### config.mk
export PLATFORM = sky130hd
export DESIGN_NAME = gather_inject_sched
export DESIGN_NICKNAME = d
export VERILOG_FILES = /design/src/rtl/gather_inject_sched.sv
export SDC_FILE = /design/constraint.sdc
export NUM_CORES = 1
export LEC_CHECK = 0
export CAP_MARGIN = 20
export CORE_AREA = 2 2 95 97
export DETAILED_ROUTE_END_ITERATION = 16
export DIE_AREA = 0 0 97 99
export HOLD_SLACK_MARGIN = 0.12
export PLACE_DENSITY = 0.76
export RECOVER_POWER = 100
export SYNTH_ARGS = -nofsm -noshare
export SYNTH_HDL_FRONTEND = slang
export SYNTH_SLANG_ARGS = --single-unit
### constraint.sdc
create_clock -name clk_i -period 3.7 [get_ports clk_i]
set_clock_uncertainty 0.2 [all_clocks]
set_input_delay 0.925 -clock clk_i [delete_from_list [all_inputs] [get_ports clk_i]]
set_output_delay 0.925 -clock clk_i [all_outputs]
set_load 0.01 [all_outputs]
### src/rtl/gather_inject_sched.sv
// rtl/gather_inject_sched.sv - round-robin whole-packet gather injection scheduler with credit gating; optional stall counter under GATHER_INJ_STALL_STATS_EN
module gather_inject_sched #(
    parameter int NREQ   = 4,
    parameter int FCPL   = 16,
    parameter int FLIT_W = 32
) (
    input  logic                   clk_i,
    input  logic                   rst_i,
    input  logic [NREQ-1:0]        src_valid_i,
    input  logic [NREQ*FLIT_W-1:0] src_data_i,
    output logic [NREQ-1:0]        src_ready_o,
    input  logic [31:0]            credit_cnt_i,
    output logic                   out_valid_o,
    output logic [FLIT_W-1:0]      out_data_o,
    output logic [1:0]             out_flit_type_o,
    input  logic                   out_ready_i,
    output logic                   fire_o,
    output logic [NREQ-1:0]        grant_o,
    output logic [31:0]            credit_stall_o
);
    localparam logic [1:0] FT_BODY = 2'b00;
    localparam logic [1:0] FT_HEAD = 2'b01;
    localparam logic [1:0] FT_TAIL = 2'b10;

    localparam int IDX_W = $clog2(FCPL);
    localparam int PTR_W = $clog2(NREQ);
    localparam logic [IDX_W-1:0] LAST_IDX = IDX_W'(FCPL - 1);
    localparam logic [PTR_W-1:0] LAST_PTR = PTR_W'(NREQ - 1);
    // A packet needs FCPL-2 credits beyond the head/tail pair to be admitted.
    localparam logic signed [31:0] CREDIT_NEED = 32'(FCPL - 2);

    typedef enum logic {ST_IDLE, ST_SEND} state_t;

    state_t           state_q, state_d;
    logic [PTR_W-1:0] owner_q, owner_d;
    logic [PTR_W-1:0] rr_ptr_q, rr_ptr_d;
    logic [IDX_W-1:0] flit_idx_q, flit_idx_d;

    logic             req_any;
    logic             credit_ok;
    logic             pick_found;
    logic [PTR_W-1:0] pick_idx;
    int               cand;

    assign req_any   = |src_valid_i;
    // All-ones is the non-flow-controlled marker and always admits.
    assign credit_ok = (credit_cnt_i == 32'hFFFF_FFFF) ||
                       ($signed(credit_cnt_i) >= CREDIT_NEED);

    // Round-robin search: first requesting source at or after rr_ptr, wrapping.
    always_comb begin
        pick_found = 1'b0;
        pick_idx   = '0;
        cand       = 0;
        for (int i = 0; i < NREQ; i++) begin
            cand = (int'(rr_ptr_q) + i) % NREQ;
            if (!pick_found && src_valid_i[PTR_W'(cand)]) begin
                pick_found = 1'b1;
                pick_idx   = PTR_W'(cand);
            end
        end
    end

    // Next-state and datapath: grant whole packets, steer the owner's flits, tag flit type.
    always_comb begin
        state_d         = state_q;
        owner_d         = owner_q;
        rr_ptr_d        = rr_ptr_q;
        flit_idx_d      = flit_idx_q;
        out_valid_o     = 1'b0;
        out_data_o      = '0;
        src_ready_o     = '0;
        grant_o         = '0;
        out_flit_type_o = FT_HEAD;
        fire_o          = 1'b0;
        case (state_q)
            ST_IDLE: begin
                // Grant cycle moves no flit; the owner starts sending next cycle.
                if (req_any && credit_ok) begin
                    state_d    = ST_SEND;
                    owner_d    = pick_idx;
                    flit_idx_d = '0;
                end
            end
            ST_SEND: begin
                for (int i = 0; i < NREQ; i++) begin
                    if (owner_q == PTR_W'(i)) begin
                        grant_o[i]     = 1'b1;
                        src_ready_o[i] = out_ready_i;
                        out_valid_o    = src_valid_i[i];
                        out_data_o     = src_data_i[i*FLIT_W +: FLIT_W];
                    end
                end
                if (flit_idx_q == LAST_IDX) begin
                    out_flit_type_o = FT_TAIL;
                end else if (flit_idx_q != '0) begin
                    out_flit_type_o = FT_BODY;
                end
                fire_o = out_valid_o && out_ready_i;
                if (fire_o) begin
                    if (flit_idx_q == LAST_IDX) begin
                        state_d    = ST_IDLE;
                        flit_idx_d = '0;
                        rr_ptr_d   = (owner_q == LAST_PTR) ? '0 : owner_q + 1'b1;
                    end else begin
                        flit_idx_d = flit_idx_q + 1'b1;
                    end
                end
            end
            default: state_d = ST_IDLE;
        endcase
    end

    // State registers; reset drops any partial packet immediately.
    always_ff @(posedge clk_i or posedge rst_i) begin
        if (rst_i) begin
            state_q    <= ST_IDLE;
            owner_q    <= '0;
            rr_ptr_q   <= '0;
            flit_idx_q <= '0;
        end else begin
            state_q    <= state_d;
            owner_q    <= owner_d;
            rr_ptr_q   <= rr_ptr_d;
            flit_idx_q <= flit_idx_d;
        end
    end

`ifdef GATHER_INJ_STALL_STATS_EN
    logic [31:0] stall_q, stall_d;

    // Count idle cycles in which a request is held back by credit, saturating.
    always_comb begin
        stall_d = stall_q;
        if (state_q == ST_IDLE && req_any && !credit_ok && stall_q != 32'hFFFF_FFFF) begin
            stall_d = stall_q + 32'd1;
        end
    end

    // Stall counter register, cleared only by reset.
    always_ff @(posedge clk_i or posedge rst_i) begin
        if (rst_i) begin
            stall_q <= '0;
        end else begin
            stall_q <= stall_d;
        end
    end

    assign credit_stall_o = stall_q;
`else
    assign credit_stall_o = '0;
`endif

endmodule
==> impl_metrics.csv, run 1 <==
group,metric,value,unit
pwr,ir_worst_vdd,151,uV
grt,grt_pass1_vias,2951,
yosys,synthTopCellsByCount,"41 x inv_1, 37 x nand2_1, 35 x a21oi_1",
clocking,clk_latency,240,ps
run,cap_violations,0,
grt,grt_usage,19.0,%
yosys,ys_types,42,
die,die_x,97,um
grt,grt_pass1_wl,14800,um
timing,setup_violations,0,
place,place_inst,631,
pwr,powerDensity,274,mW/mm2
place,dp_hpwl,8230,um
yosys,yosysMostFrequentCell,"inv_1",
clocking,clk_pin_slew_worst_paths,40,ps
yosys,yosysSeqAreaShare,10.4,%
clocking,cts_tree,"yes",
setup_path,crit_type,"primary input to output port",
final_layout,final_cells,637,
setup_path,worstReg2RegStart,"owner_q[0]",
die,boundaryPins,243,
setup_path,r2r_slack,980,ps
setup_path,endpoint,"out_data_o[15]",
grt,grt_max_degree,41,
setup_path,startpoint_type,"primary input",
setup_path,worstPathRequired,2570,ps
final_layout,nNetsFinal,702,
die,initial_utilization,25.3,%
yosys,synth_area_leaders,"a211o_1 13%, a221oi_1 13%, buf_4 11%",
clocking,cts.path.max_buffers,2,
pwr,power,0.00120,W
route,vias,3214,
clocking,cts_hold_buffers,0,
die,die_h,99,um
route,drtIter0Drc,92,
yosys,async_reset_ff_share,100,%
setup_path,crit_path_end_kind,"output port",
timing,final.min_clock_period,3630,ps
route,vias_per_cell,5.05,
final_layout,syn_to_final_growth,102,%
pwr,switching_share,38.7,%
yosys,netlist.top_cell.by_area,"a211o_1",
final_layout,fillCellCount,848,
pwr,p_clk_share,9.6,%
setup_path,cp-startpoint,"src_data_i[47]",
yosys,synth-edff-count,0,
timing,drv_slew,0,
timing,period_share,98.0,%
place,place_congestion,0.822,
final_layout,drive_above_1_share,6.06,%
setup_path,reg2reg_depth,11,
die,die_area,0.00960,mm2
route,ant_nets,0,
setup_path,r2r-end,"flit_idx_q[3]",
timing,grt_setup_unrepaired,"false",
route,finalWirelength,10200,um
min_path,min_path_type,"register to register",
yosys,synth_ff_type,"dfrtp_1",
yosys,synth_area_per_cell,6.65,um2
yosys,syn_inst,325,
yosys,synthesis.area,0.00216,mm2
final_layout,fin_util,51.1,%
pwr,comb_power_share,77.5,%
clocking,cts.sinks,9,
setup_path,worstPathMaxFanout,1,
pwr,p_int,0.000733,W
grt,grt-ovfl-total,0,
place,placed_area,0.00437,mm2
yosys,yosys_warnings,0,
final_layout,stdcell_area,0.00437,mm2
clocking,htreeDepth,1,
die,core,0.00855,mm2
place,port_buffers,210,
route,route.detailed.drc,0,
grt,antenna_found_initial,1,
yosys,synth_top_area_share,13.0,%
clocking,root_buffer,"clkbuf_8",
die,rows,34,
pwr,seqPwrFrac,12.8,%
timing,max_freq,276,MHz
pwr,p_leak,1.87,nW
route,routedWlPerCell,16.1,um
setup_path,arrival,2500,ps
route,firstDrtPassIters,4,
outcome,status,"finished clean",
timing,hold_viol_final,0,
clocking,cts_buffers,3,
pwr,power.switching,0.000463,W
yosys,ys_ff_latch,9,
metal layers:
layer,track usage (%),wire (um)
met3,4.04,820
met2,36.7,5460
met5,0,0
met4,5.31,199
met1,20.8,3770
logic make-up after synthesis:
family | share of synthesized area [%]
mux | 2.08
buf+inv | 23.6
compound gates | 40.7
fa+ha+maj | 3.47
simple gates | 19.6
flops | 10.4
other cells | 0.173
power groups by stage:
stage                     Sequential [W]  Combinational (W)  Clock [W]
after floorplan                 0.000148           0.000476          0
after global placement          0.000151           0.000945          0
after detailed placement        0.000154           0.000963          0
after CTS                       0.000153           0.000969   0.000118
after global routing            0.000158            0.00100   0.000121
final                           0.000154           0.000927   0.000115
through the flow:
step / setup TNS (ps) / worst slack [ps] / hold WS (ps)
2_1_floorplan: 0 / 652 / 264
3_5_place_dp: -289 / -152 / 310
5_1_grt: 0 / 0.668 / 350
6_report: 0 / 73.3 / 312
3_3_place_gp: -259 / -136 / 290
4_1_cts: 0 / 49.9 / 318
worst min path at each step:
| stage | from | endpoint | slack, ps | cells past startpoint |
|---|---|---|---|---|
| 3_5_place_dp | rr_ptr_q[0] | rr_ptr_q[0] | 310 | 2 |
| 3_3_place_gp | rr_ptr_q[0] | rr_ptr_q[0] | 290 | 2 |
| 5_1_grt | rr_ptr_q[0] | rr_ptr_q[0] | 350 | 2 |
| 4_1_cts | rr_ptr_q[0] | rr_ptr_q[0] | 320 | 2 |
| 6_report | rr_ptr_q[0] | rr_ptr_q[0] | 310 | 2 |
| 2_1_floorplan | rr_ptr_q[0] | rr_ptr_q[0] | 260 | 2 |
timing repair:
action | 4_1_cts | 5_1_grt
gates resized for setup | 4 | 16
setup endpoints to repair | 3 | 22
buffers inserted | 0 | 1
sequential cells by signal, indices dropped and copies added, names as in the netlist:
name,flops
state_q,1
rr_ptr_q,2
owner_q,2
flit_idx_q,4
placed cells by master, fill, tap and decap left out, drive strengths merged, types with 2 or more instances in the layout:
| cell | n |
|---|---|
| clkdlybuf4s50 | 183 |
| inv | 42 |
| nand2 | 38 |
| a21oi | 35 |
| a221oi | 32 |
| a211o | 32 |
| conb | 32 |
| buf | 17 |
| clkbuf | 14 |
| nor2 | 9 |
| dfrtp | 9 |
| dlygate4sd3 | 9 |
| nor4 | 7 |
| nand3 | 7 |
| clkdlybuf4s25 | 7 |
| nand4 | 6 |
| ha | 6 |
| and2 | 5 |
| mux2 | 4 |
| and3 | 4 |
| o21ai | 3 |
| or4 | 2 |
| nor3 | 2 |
| a211oi | 2 |
| nand2b | 2 |
| dlygate4sd2 | 2 |
| nor2b | 2 |
layout make-up:
cell class | count | area, um2 | share of cell area (%)
diodes | 1 | 2.50 | 0.0573
clock buffers | 4 | 45.0 | 1.03
inverters | 43 | 161 | 3.69
multi-input cells | 244 | 1560 | 35.7
flip-flops and latches | 9 | 225 | 5.15
well taps | 108 | 135 | 3.09
repair buffers | 228 | 2240 | 51.3
worst max-delay path: stages:
cell and delay, ps:
clkdlybuf4s50_1 480, a221oi_1 90, a211o_1 300, a21oi_1 160
clkdlybuf4s50_1 560
No activity file was read; power rests on OpenSTA's default activity.
==> run 2: changes to the inputs <==
--- a/config.mk
+++ b/config.mk
@@ -9,9 +9,11 @@
 export CORE_AREA = 2 2 95 97
 export DETAILED_ROUTE_END_ITERATION = 16
 export DIE_AREA = 0 0 97 99
+export GPL_ROUTABILITY_DRIVEN = 0
 export HOLD_SLACK_MARGIN = 0.12
 export PLACE_DENSITY = 0.76
 export RECOVER_POWER = 100
+export SETUP_SLACK_MARGIN = 0.1
 export SYNTH_ARGS = -nofsm -noshare
 export SYNTH_HDL_FRONTEND = slang
 export SYNTH_SLANG_ARGS = --single-unit
==> run 2 against run 1 <==
  * Non-clock buffer count rose by 3
  * Critical endpoint is now fire_o
  * Count of clock-buffer cells in the layout unchanged
  * Largest power group unchanged
  * Via count grew 0.72%
  * Combinational power down 0.4%
  * Largest cell class unchanged
  * Utilization up 0.35 points
  * Maximum frequency rose by 1.3%
  * Clock power about the same
  * Power down 0.43%
==> impl_metrics.csv, run 2 (synthesis gave the netlist of run 1 again) <==
group,metric,value,unit
outcome,status,"finished clean",
route,vias_per_cell,5.06,
timing,final.min_clock_period,3580,ps
die,die_x,97,um
place,port_buffers,210,
route,drtIter0Drc,123,
grt,grt-ovfl-total,0,
setup_path,reg2reg_depth,11,
clocking,htreeDepth,1,
grt,use_met2,36.7,%
timing,tightest_slew,848,ps
die,boundaryPins,243,
setup_path,startpoint_type,"primary input",
final_layout,drive_above_1_share,6.21,%
clocking,clk_latency,240,ps
setup_path,worstReg2RegStart,"owner_q[0]",
grt,grt_pass1_wl,14800,um
route,firstDrtPassIters,5,
setup_path,r2r-end,"flit_idx_q[3]",
final_layout,largest_register_ffs,4,
route,ant_nets,0,
run,cap_violations,0,
timing,hold_viol_final,0,
grt,grt_usage,19.0,%
timing,drv_slew,0,
grt,antenna_found_initial,1,
clocking,cts.path.max_buffers,2,
clocking,root_buffer,"clkbuf_8",
pwr,ir_worst_vdd,151,uV
final_layout,final_cell_mix,"167 x clkdlybuf4s50_1, 41 x inv_1, 38 x nand2_1, 35 x a21oi_1",
grt,met3_usage,3.90,%
clocking,cts_buffers,3,
timing,final.setup.tns,0,ps
min_path,min_from,"rr_ptr_q[0]",
timing,grt_setup_unrepaired,"false",
setup_path,slowest_delay,430,ps
setup_path,arrival,2450,ps
grt,use_met1,20.9,%
timing,period_share,96.7,%
place,dp_hpwl,8230,um
pwr,p_leak,1.95,nW
min_path,min_path_type,"register to register",
pwr,powerDensity,271,mW/mm2
timing,maxSlewHeadroom,43.5,%
route,routedWlPerCell,16.0,um
clocking,cts.sinks,9,
timing,max_freq,279,MHz
route,vias,3237,
timing,setup_violations,0,
die,core,0.00855,mm2
route,route.detailed.drc,0,
grt,grt_pass1_vias,2952,
final_layout,regMostFlops,"flit_idx_q",
clocking,clk_pin_slew_worst_paths,40,ps
setup_path,worstPathRequired,2570,ps
min_path,min_to,"rr_ptr_q[0]",
setup_path,worstPathMaxFanout,2,
setup_path,r2r_slack,1010,ps
final_layout,reg_top3,"flit_idx_q: 4 flops, owner_q: 2 flops, rr_ptr_q: 2 flops",
final_layout,syn_to_final_growth,103,%
min_path,whs_path_depth,2,
die,die_area,0.00960,mm2
clocking,cts_tree,"yes",
setup_path,crit_type,"primary input to output port",
final_layout,layout_commonest_cell,"clkdlybuf4s50_1",
setup_path,slowest_stage,"clkdlybuf4s50_1",
final_layout,nNetsFinal,705,
die,rows,34,
setup_path,crit_path_end_kind,"output port",
die,initial_utilization,25.3,%
timing,whs,313,ps
clocking,cts_hold_buffers,0,
grt,busiest_layer,"met2",
route,finalWirelength,10300,um
die,die_h,99,um
grt,grt_max_degree,41,
setup_path,crit_chain,"clkdlybuf4s50_1, a221o_1, a22oi_2, or2_0, inv_2, dlygate4sd2_1",
==> run 2: through the flow <==
stage	total power [W]	setup slack, ps	util, %	instance area, um2	std cells
2_1_floorplan	0.000623	652	-	2280	356
3_5_place_dp	0.00112	-152	51.1	4370	631
3_3_place_gp	0.00110	-136	51.1	4370	631
5_1_grt	0.00128	61.6	51.4	4400	639
6_report	0.00119	120	51.4	4400	640
4_1_cts	0.00122	105	51.5	4410	635
==> run 2: per-layer routing <==
| metal | part of all wire, % | up-vias |
|---|---|---|
| met2 | 53 | 169 |
| li1 | - | 1542 |
| met3 | 7.1 | 22 |
| met4 | 2.3 | 0 |
| met1 | 37 | 1504 |
| met5 | 0 | - |
==> run 2: how the worst max path moves through the flow <==
stage	start	end	slack (ps)	cells after the start
floorplan	owner_q[0]	out_data_o[10]	650	8
global placement	src_valid_i[1]	fire_o	-140	6
detailed placement	src_valid_i[1]	fire_o	-150	6
CTS	owner_q[0]	out_data_o[22]	110	8
global route	owner_q[0]	out_data_o[28]	60	9
finish	src_valid_i[1]	fire_o	120	6
==> run 2: critical path, delay by kind of cell <==
| family | cells | cell delay [ps] |
|---|---|---|
| buffers and inverters | 3 | 760 |
| AND/OR/NAND/NOR | 1 | 200 |
| AO/OA/AOI/OAI | 2 | 570 |
==> run 2: report_power, final <==
| group | total, W | internal [W] | switching, W |
|---|---|---|---|
| clock | 0.000114 | 0.0000751 | 0.0000393 |
| combinational | 0.000923 | 0.000522 | 0.000400 |
| sequential | 0.000154 | 0.000126 | 0.0000279 |
| total | 0.00119 | 0.000723 | 0.000467 |
==> run 2: layout make-up <==
cell class	count	area, um2
Fill cell	841	4150
Timing Repair Buffer	231	2270
Multi-Input combinational cell	244	1560
Sequential cell	9	225
Inverter	43	161
Tap cell	108	135
Clock buffer	4	45.0
Antenna cell	1	2.50
==> run 2: timing repair <==
action / 4_1_cts / 5_1_grt
resized for setup: 13 / 24
gates cloned: 0 / 1
endpoints found under the setup margin: 28 / 24
pin swaps: 0 / 3
endpoints found under the hold margin: 0 / 0
buffers inserted: 0 / 3
==> run 3: changes to the inputs <==
--- a/config.mk
+++ b/config.mk
@@ -6,12 +6,12 @@
 export NUM_CORES = 1
 export LEC_CHECK = 0
 export CAP_MARGIN = 20
-export CORE_AREA = 2 2 95 97
+export CORE_MARGIN = 8
+export CORE_UTILIZATION = 31
 export DETAILED_ROUTE_END_ITERATION = 16
-export DIE_AREA = 0 0 97 99
 export GPL_ROUTABILITY_DRIVEN = 0
 export HOLD_SLACK_MARGIN = 0.12
-export PLACE_DENSITY = 0.76
+export PLACE_DENSITY = 0.9
 export RECOVER_POWER = 100
 export SETUP_SLACK_MARGIN = 0.1
 export SYNTH_ARGS = -nofsm -noshare
==> run 3 against run 2 <==
  * Critical path depth stayed put
  * Utilization grew 11 points
  * Maximum frequency decreased by 0.34%
  * Cell count down 4.7%
  * First-iteration DRC count down 8.1%
  * Sequential cell count unchanged
  * Largest cell class unchanged
  * Sequential power hardly changed
  * Critical endpoint is now out_valid_o
  * Sequential share of layout area up 0.18 points
  * Cell area down 3.4%
  * Highest routed layer unchanged
  * Global-route usage is 1.7 points higher
  * Power decreased by 3.1%
  * Routed wire length rose by 9.0%
==> impl_metrics.csv, run 3 (synthesis gave the netlist of run 1 again) <==
group,metric,value,unit
min_path,min_from,"rr_ptr_q[0]",
timing,layout_setup_ws,108,ps
die,rows,30,
final_layout,drive_above_1_share,6.23,%
final_layout,fillCellCount,580,
final_layout,syn_to_final_growth,96.6,%
route,routedWlPerCell,18.3,um
pwr,powerDensity,271,mW/mm2
route,vias_per_cell,5.27,
grt,grt_pass1_vias,3267,
clocking,cts_buffers,3,
timing,drv_slew,0,
final_layout,num_antenna_cells,0,
clocking,cts_tree,"yes",
setup_path,startpoint_type,"primary input",
timing,tightest_slew,819,ps
timing,hold_viol_final,0,
timing,grt_setup_unrepaired,"true",
final_layout,multi_input_area,0.00154,mm2
final_layout,nNetsFinal,704,
final_layout,final_cell_mix,"174 x clkdlybuf4s50_1, 41 x inv_1, 37 x nand2_1, 35 x a21oi_1",
run,cap_violations,0,
die,die_x,99.5,um
clocking,clk_latency,240,ps
clocking,htreeDepth,1,
grt,antenna_found_initial,0,
die,die_area,0.00990,mm2
grt,grt_usage,20.7,%
setup_path,worstPathRequired,2570,ps
die,die_h,99.5,um
setup_path,slowest_delay,430,ps
setup_path,worstPathMaxFanout,3,
clocking,cts.sinks,9,
die,core,0.00676,mm2
grt,grt-ovfl-total,0,
setup_path,path_buf_inv,3,
timing,max_freq,278,MHz
setup_path,crit_family,"buffers and inverters",
timing,setup_violations,0,
setup_path,arrival,2470,ps
outcome,status,"finished clean",
place,port_buffers,210,
final_layout,layout_commonest_cell,"clkdlybuf4s50_1",
setup_path,reg2reg_depth,10,
route,firstDrtPassIters,4,
route,finalWirelength,11200,um
clocking,cts.path.max_buffers,2,
min_path,min_path_type,"register to register",
final_layout,regMostFlops,"flit_idx_q",
die,boundaryPins,243,
setup_path,r2r-end,"flit_idx_q[3]",
setup_path,r2r_slack,1160,ps
pwr,p_leak,1.89,nW
setup_path,worstReg2RegStart,"owner_q[0]",
timing,period_share,97.1,%
min_path,min_to,"rr_ptr_q[0]",
route,route.detailed.drc,0,
final_layout,largest_register_ffs,4,
route,ant_nets,0,
timing,final.min_clock_period,3590,ps
timing,maxSlewHeadroom,44.7,%
clocking,root_buffer,"clkbuf_8",
place,preCtsSetupSlack,-136,ps
setup_path,crit_chain,"clkdlybuf4s50_1, a221o_1, a22oi_2, clkbuf_4, nor2_1, dlygate4sd2_1",
place,dp_hpwl,9250,um
grt,grt_max_degree,39,
setup_path,crit_type,"primary input to output port",
timing,whs,320,ps
route,vias,3212,
pwr,ir_worst_vdd,213,uV
setup_path,crit_path_end_kind,"output port",
setup_path,slowest_stage,"clkdlybuf4s50_1",
final_layout,reg_top3,"flit_idx_q: 4 flops, owner_q: 2 flops, rr_ptr_q: 2 flops",
die,initial_utilization,32.0,%
route,drtIter0Drc,113,
min_path,whs_path_depth,2,
grt,grt_pass1_wl,16700,um
final_layout,ff_latch_area,225,um2
clocking,clk_pin_slew_worst_paths,40,ps
run 3: cell type report:
| cell class | count | share of cell area, % |
|---|---|---|
| Timing Repair Buffer | 230 | 51.2 |
| Multi-Input combinational cell | 244 | 36.3 |
| Sequential cell | 9 | 5.30 |
| Inverter | 43 | 3.80 |
| Tap cell | 80 | 2.35 |
| Clock buffer | 4 | 1.06 |
run 3: per-layer routing:
layer,part of all wire (%),vias to the layer above,track usage [%]
li1,-,1544,-
met4,1.9,0,6.17
met2,53,161,40.2
met3,7.3,15,4.33
met5,0,-,0
met1,38,1492,21.5
run 3: worst min-delay path, delay by kind of cell, from the launching register on:
kind            cells  cell delay (ps)
simple gates        1               60
flops               1              370
compound gates      1               60
run 3: power by group:
group,switching [W],total [W],internal (W)
sequential,0.0000299,0.000156,0.000126
combinational,0.000395,0.000886,0.000491
clock,0.0000377,0.000113,0.0000749
run 3: how the worst max path moves through the flow:
stage | startpoint | to | cells after the start
2_1_floorplan | owner_q[0] | out_data_o[10] | 8
3_3_place_gp | src_valid_i[1] | fire_o | 6
3_5_place_dp | src_valid_i[1] | fire_o | 6
4_1_cts | src_data_i[46] | out_data_o[14] | 5
5_1_grt | owner_q[0] | out_data_o[9] | 8
6_report | src_valid_i[1] | out_valid_o | 6
run 3: timing repair:
action	CTS	global route
hold buffers	0	0
setup buffers	1	1
gates resized for setup	12	23
endpoints found under the hold margin	0	0
endpoints found under the setup margin	34	28
pin swaps	2	2
run 3: metrics by stage:
stage / cells / setup TNS [ps] / utilization [%] / total power, W / cell area (um2)
final: 610 / 0 / 62.9 / 0.00115 / 4250
after global routing: 610 / 0 / 62.9 / 0.00124 / 4250
after CTS: 609 / 0 / 64.6 / 0.00122 / 4360
after detailed placement: 604 / -148 / 63.6 / 0.00111 / 4300
after global placement: 604 / -125 / 63.6 / 0.00108 / 4300
after floorplan: 356 / 0 / - / 0.000623 / 2280
